<file path="src/rtl/aes256_round_ctrl_if.sv">
// Block-side and datapath-side signals of the AES-256 round sequencer.
// The slave modport is the controller's view; master is the surrounding logic.
interface aes256_round_ctrl_if;
    logic         key_valid;
    logic         in_valid;
    logic         in_ready;
    logic [127:0] in_data;
    logic [3:0]   rk_idx;
    logic [127:0] rk_data;
    logic [127:0] rf_state;
    logic         rf_last;
    logic [127:0] rf_out;
    logic         out_valid;
    logic         out_ready;
    logic [127:0] out_data;
    logic         busy;

    modport slave (
        input  key_valid, in_valid, in_data, rk_data, rf_out, out_ready,
        output in_ready, rk_idx, rf_state, rf_last, out_valid, out_data, busy
    );

    modport master (
        output key_valid, in_valid, in_data, rk_data, rf_out, out_ready,
        input  in_ready, rk_idx, rf_state, rf_last, out_valid, out_data, busy
    );
endinterface

</file>
<file path="src/rtl/aes256_round_ctrl.sv">
// Iterative AES-256 round sequencer: initial key add, then one shared round
// per clock for rounds 1..NR, ciphertext held in the state register.
module aes256_round_ctrl #(
    parameter int NR = 14
) (
    input  logic                clk,
    input  logic                rst_n,
    aes256_round_ctrl_if.slave  bus
);

    typedef enum logic [1:0] {
        IDLE  = 2'd0,
        ROUND = 2'd1,
        DONE  = 2'd2
    } fsm_t;

    localparam logic [3:0] NR_L = 4'(NR);

    fsm_t         fsm_q;
    logic [3:0]   rnd_q;
    logic [127:0] state_q;
    logic [127:0] state_d;
    logic         busy_q;
    logic         out_valid_q;
    logic         rf_last_q;
    logic         accept;

    // key_valid only matters at acceptance; a block in flight runs to completion
    assign accept = (fsm_q == IDLE) && bus.in_valid && bus.key_valid;

    always_comb begin
        state_d = state_q;
        case (fsm_q)
            IDLE:    if (accept) state_d = bus.in_data ^ bus.rk_data;
            ROUND:   state_d = bus.rf_out ^ bus.rk_data;
            default: state_d = state_q;
        endcase
    end

    always_ff @(posedge clk or negedge rst_n) begin
        if (!rst_n) begin
            state_q <= '0;
        end else begin
            state_q <= state_d;
        end
    end

    // rf_last is precomputed one cycle ahead so it is a plain flop output
    always_ff @(posedge clk or negedge rst_n) begin
        if (!rst_n) begin
            fsm_q       <= IDLE;
            rnd_q       <= '0;
            busy_q      <= 1'b0;
            out_valid_q <= 1'b0;
            rf_last_q   <= 1'b0;
        end else begin
            case (fsm_q)
                IDLE: begin
                    if (accept) begin
                        fsm_q     <= ROUND;
                        rnd_q     <= 4'd1;
                        busy_q    <= 1'b1;
                        rf_last_q <= (NR_L == 4'd1);
                    end
                end
                ROUND: begin
                    if (rnd_q == NR_L) begin
                        fsm_q       <= DONE;
                        out_valid_q <= 1'b1;
                        rf_last_q   <= 1'b0;
                    end else begin
                        rnd_q     <= rnd_q + 4'd1;
                        rf_last_q <= ((rnd_q + 4'd1) == NR_L);
                    end
                end
                DONE: begin
                    if (bus.out_ready) begin
                        fsm_q       <= IDLE;
                        rnd_q       <= '0;
                        busy_q      <= 1'b0;
                        out_valid_q <= 1'b0;
                    end
                end
                default: begin
                    fsm_q       <= IDLE;
                    rnd_q       <= '0;
                    busy_q      <= 1'b0;
                    out_valid_q <= 1'b0;
                    rf_last_q   <= 1'b0;
                end
            endcase
        end
    end

    // rnd is 0 throughout IDLE, so it doubles as the key index there
    assign bus.in_ready  = (fsm_q == IDLE) && bus.key_valid;
    assign bus.rk_idx    = rnd_q;
    assign bus.rf_state  = state_q;
    assign bus.rf_last   = rf_last_q;
    assign bus.out_valid = out_valid_q;
    assign bus.out_data  = state_q;
    assign bus.busy      = busy_q;

    a_rnd_range: assert property (@(posedge clk) disable iff (!rst_n)
        rnd_q <= NR_L);
    a_idle_rnd: assert property (@(posedge clk) disable iff (!rst_n)
        (fsm_q == IDLE) |-> (rnd_q == 4'd0));
    a_rf_last: assert property (@(posedge clk) disable iff (!rst_n)
        rf_last_q == ((fsm_q == ROUND) && (rnd_q == NR_L)));
    a_flags: assert property (@(posedge clk) disable iff (!rst_n)
        (out_valid_q == (fsm_q == DONE)) && (busy_q == (fsm_q != IDLE)));
    a_hold: assert property (@(posedge clk) disable iff (!rst_n)
        (out_valid_q && !bus.out_ready) |=> (out_valid_q && $stable(state_q)));

endmodule

</file>
<file path="src/flat_wrapper.sv">
// flat-port wrapper written by rule: the top's interface ports become plain ports
module aes256_round_ctrl_flat 
#(
    parameter int NR = 14
)
  (clk, rst_n, bus_key_valid, bus_in_valid, bus_in_data, bus_rk_data, bus_rf_out, bus_out_ready, bus_in_ready, bus_rk_idx, bus_rf_state, bus_rf_last, bus_out_valid, bus_out_data, bus_busy);
  aes256_round_ctrl_if bus_i ();
  input  logic clk;
  input  logic rst_n;
  input wire logic [$bits(bus_i.key_valid)-1:0] bus_key_valid;
  input wire logic [$bits(bus_i.in_valid)-1:0] bus_in_valid;
  input wire logic [$bits(bus_i.in_data)-1:0] bus_in_data;
  input wire logic [$bits(bus_i.rk_data)-1:0] bus_rk_data;
  input wire logic [$bits(bus_i.rf_out)-1:0] bus_rf_out;
  input wire logic [$bits(bus_i.out_ready)-1:0] bus_out_ready;
  output wire logic [$bits(bus_i.in_ready)-1:0] bus_in_ready;
  output wire logic [$bits(bus_i.rk_idx)-1:0] bus_rk_idx;
  output wire logic [$bits(bus_i.rf_state)-1:0] bus_rf_state;
  output wire logic [$bits(bus_i.rf_last)-1:0] bus_rf_last;
  output wire logic [$bits(bus_i.out_valid)-1:0] bus_out_valid;
  output wire logic [$bits(bus_i.out_data)-1:0] bus_out_data;
  output wire logic [$bits(bus_i.busy)-1:0] bus_busy;
  assign bus_i.key_valid = bus_key_valid;
  assign bus_i.in_valid = bus_in_valid;
  assign bus_i.in_data = bus_in_data;
  assign bus_i.rk_data = bus_rk_data;
  assign bus_i.rf_out = bus_rf_out;
  assign bus_i.out_ready = bus_out_ready;
  assign bus_in_ready = bus_i.in_ready;
  assign bus_rk_idx = bus_i.rk_idx;
  assign bus_rf_state = bus_i.rf_state;
  assign bus_rf_last = bus_i.rf_last;
  assign bus_out_valid = bus_i.out_valid;
  assign bus_out_data = bus_i.out_data;
  assign bus_busy = bus_i.busy;
  aes256_round_ctrl #(.NR(NR)) u_core (.clk(clk), .rst_n(rst_n), .bus(bus_i));
endmodule
</file>
<file path="config.mk">
export PLATFORM = sky130hd
export DESIGN_NAME = aes256_round_ctrl_flat
export DESIGN_NICKNAME = d
export VERILOG_FILES = /design/src/rtl/aes256_round_ctrl_if.sv /design/src/rtl/aes256_round_ctrl.sv /design/src/flat_wrapper.sv
export SDC_FILE = /design/constraint.sdc
export NUM_CORES = 1
export LEC_CHECK = 0
export BUFFER_PORTS_ARGS = -buffer_cell sky130_fd_sc_hd__buf_2
export CORE_AREA = 2 2 256 258
export DETAILED_ROUTE_END_ITERATION = 7
export DIE_AREA = 0 0 258 260
export GPL_TIMING_DRIVEN = 0
export HOLD_SLACK_MARGIN = 0.1
export PLACE_DENSITY = 0.42
export SYNTH_ARGS = -nofsm -noshare
export SYNTH_HDL_FRONTEND = slang
export SYNTH_SLANG_ARGS = --single-unit
</file>
<file path="constraint.sdc">
create_clock -name clk -period 3.95 [get_ports clk]
set_input_delay 0.5925 -clock clk [delete_from_list [all_inputs] [get_ports clk]]
set_output_delay 0.5925 -clock clk [all_outputs]
set_load 0.05 [all_outputs]
</file>
==> insert_results.sql <==
INSERT INTO impl_metrics (metric_group, metric, value, unit) VALUES
('outcome', 'status', 'complete, no violations', ''),
('routing', 'routed-via-count', '14300', ''),
('place', 'place.detailed.hpwl', '52.9', 'mm'),
('clock_tree', 'skew_pair_late_insertion_delay', '480', 'ps'),
('power', 'peakVddDrop', '0.500', 'mV'),
('floorplan', 'boundaryPins', '653', ''),
('floorplan', 'vertical_die_dimension', '260', 'um'),
('logic_synthesis', 'post_synth.cell_area_avg', '8.49', 'sq um'),
('logic_synthesis', 'synth-main-ff-cell', 'dfrtp_1', ''),
('grt', 'grt_first_pass_wirelength', '100', 'mm'),
('grt', 'number_of_antenna_violations_at_the_first_check_in_global_routing', '20', ''),
('clock_tree', 'clock_buffers_created_by_tritoncts', '17', ''),
('clock_tree', 'cts_tree', 'built', ''),
('logic_synthesis', 'ys.warnings.count', '0', ''),
('routing', 'drt-vias-per-instance', '4.72', ''),
('final_layout', 'nets', '2543', ''),
('logic_synthesis', 'area_share_of_the_largest_cell_type_after_synthesis', '27.3', '%'),
('logic_synthesis', 'yosys.area.top_type', 'dfrtp_1', ''),
('timing', 'rsz0062_at_grt', 'no', ''),
('grt', 'global_route.peak_usage_layer', 'met2', ''),
('critical_path', 'worst-endpoint-arrival', '2340', 'ps'),
('final_layout', 'fill_count', '7077', ''),
('timing', 'slew-limit-headroom', '48.0', '%'),
('logic_synthesis', 'yosysUniqueCellTypes', '41', ''),
('timing', 'fin_crit_sh', '74.2', '%'),
('clock_tree', 'clock-root-buffer', 'clkbuf_16', ''),
('final_layout', 'finish.utilization', '27.4', '%'),
('logic_synthesis', 'synth_nets', '1871', ''),
('clock_tree', 'numClockSinks', '137', ''),
('critical_path', 'crit_end_element', 'output port', ''),
('routing', 'drc', '0', ''),
('logic_synthesis', 'ys_seq_area_share', '27.3', '%'),
('final_layout', 'layout_commonest_cell', 'buf_2', ''),
('final_layout', 'multiInputGateArea', '7010', 'sq um'),
('logic_synthesis', 'async_flop_share', '100', '%'),
('logic_synthesis', 'edff_count_synth', '0', ''),
('floorplan', 'area_of_the_die', '67100', 'sq um'),
('grt', 'groute.layer.met2.usage', '34.5', '%'),
('final_layout', 'most-common-layout-cells', 'buf_2 (670), dfrtp_1 (137), inv_1 (132)', ''),
('clock_tree', 'cts_hold_repair.buffers', '0', ''),
('timing', 'final_setup_violation_count', '0', ''),
('timing', 'worstMarginPinSlew', '780', 'ps'),
('clock_tree', 'clk_pin_slew_worst_paths', '60', 'ps'),
('logic_synthesis', 'post_synth_inst_count', '1479', ''),
('critical_path', 'worst_r2r_path_depth', '7', ''),
('grt', 'grt_usage', '20.0', '%'),
('grt', 'groute.layer.met1.usage', '24.7', '%'),
('logic_synthesis', 'synth.area.top_cells', 'dfrtp_1 (27%), o2111ai_1 (8.9%), o211ai_2 (8.6%)', ''),
('place', 'portBuffers', '652', ''),
('timing', 'final_max_slew_viol_count', '0', ''),
('routing', 'wl_per_cell', '22.7', 'um'),
('final_layout', 'seqCellArea', '3430', 'sq um'),
('floorplan', 'row_count', '93', ''),
('critical_path', 'critical_path.max_fanout', '10', ''),
('clock_tree', 'ctsLongestPathBuffers', '2', ''),
('routing', 'pre_antenna_drt_iters', '5', ''),
('logic_synthesis', 'ys_seq_elements', '137', ''),
('critical_path', 'startpoint_type', 'register', ''),
('timing', 'clock.fmax', '341', 'MHz'),
('clock_tree', 'cts.htree.levels', '4', ''),
('timing', 'finalClockSkew', '11.4', 'ps'),
('timing', 'final.setup.worst_slack', '1020', 'ps'),
('routing', 'wl', '68.9', 'mm'),
('grt', 'met3_usage', '4.05', '%'),
('place', 'dp_slack', '1320', 'ps'),
('flow_run', 'number_of_violations_of_the_max_capacitance_limit', '0', ''),
('critical_path', 'cp_required', '3360', 'ps'),
('final_layout', 'area_delta_synth_final', '39.8', '%'),
('timing', 'timing_hold_violations_final', '0', ''),
('hold_path', 'hold_path_class', 'in -> async', ''),
('power', 'power_density', '903', 'nW/um^2');
-- metal layers --
| layer | share of wire, % | routed length [um] |
|---|---|---|
| met3 | 5.2 | 3570 |
| met2 | 50 | 34600 |
| met5 | 0.12 | 80 |
| met1 | 42 | 29100 |
| met4 | 2.2 | 1510 |
-- worst max-delay path: stages (launching register included) --
cell,delay [ps]
dfrtp_1,340
buf_6,210
buf_8,200
buf_2,290
clkbuf_1,440
nor3b_1,130
buf_2,250
-- through the flow --
stage / total power, mW / setup TNS, ps / cell area [sq um] / std cells
floorplan: 11.1 / 0 / 12600 / 1479
global placement: 14.1 / -70870 / 16900 / 2986
detailed placement: 14.2 / 0 / 16900 / 2987
CTS: 16.0 / 0 / 17500 / 3019
global route: 16.7 / 0 / 17600 / 3029
finish: 15.9 / 0 / 17600 / 3031
-- final timing paths --
kind,from,to,slack (ps)
min in group clk,bus_rk_data[96],u_core.bus.out_data[96],410
max in group asynchronous,rst_n,u_core.bus.out_data[37],2990
worst min-delay path,rst_n,u_core.bus.out_data[127],100
worst max register to register,u_core.fsm_q[1],u_core.bus.out_data[53],1740
worst max-delay path,u_core.fsm_q[1],bus_in_ready,1020
worst min register to register,u_core.bus.out_valid,u_core.bus.out_valid,510
-- power breakdown --
group,leakage (nW),switching [mW],internal [mW],total [mW]
combinational,6.57,7.96,3.22,11.2
sequential,1.65,0.797,2.09,2.89
clock,0.294,0.745,1.04,1.78
total,8.52,9.51,6.35,15.9
-- final cells by class --
class | instances | area share (%)
plain buffers | 273 | 9.22
well taps | 855 | 6.09
flip-flops and latches | 137 | 19.5
multi-input cells | 937 | 40.0
clock buffers | 24 | 2.74
inverters | 132 | 2.82
repair buffers | 653 | 18.8
diodes | 12 | 0.171
clock inverters | 8 | 0.670
-- flip-flops by register name, indices dropped and copies added (netlist names) --
signal	flops
u_core.bus.rk_idx	4
u_core.bus.rf_last	1
u_core.fsm_q	2
u_core.bus.out_data	128
u_core.bus.busy	1
u_core.bus.out_valid	1
-- Yosys cell counts, types with 8 or more instances --
library cell and instances:
clkbuf_2 8, clkbuf_1 94, buf_2 19, buf_4 130
o211ai_2 86, o21a_1 128, or3_1 128, o21ai_0 125
inv_1 132, o211ai_1 43, buf_6 8, dfrtp_1 137
buf_1 13, nor2b_1 86, nand3b_1 129, and2b_1 42
o2111ai_1 128
-- cells by family after synthesis --
group | after synthesis | synth area share (%)
simple gates | 401 | 21.7
flops | 137 | 27.3
fa+ha+maj | 3 | 0.299
buf+inv | 405 | 16.8
compound gates | 531 | 33.8
xor+xnor | 2 | 0.140
Power figures use the tool's default switching activity.
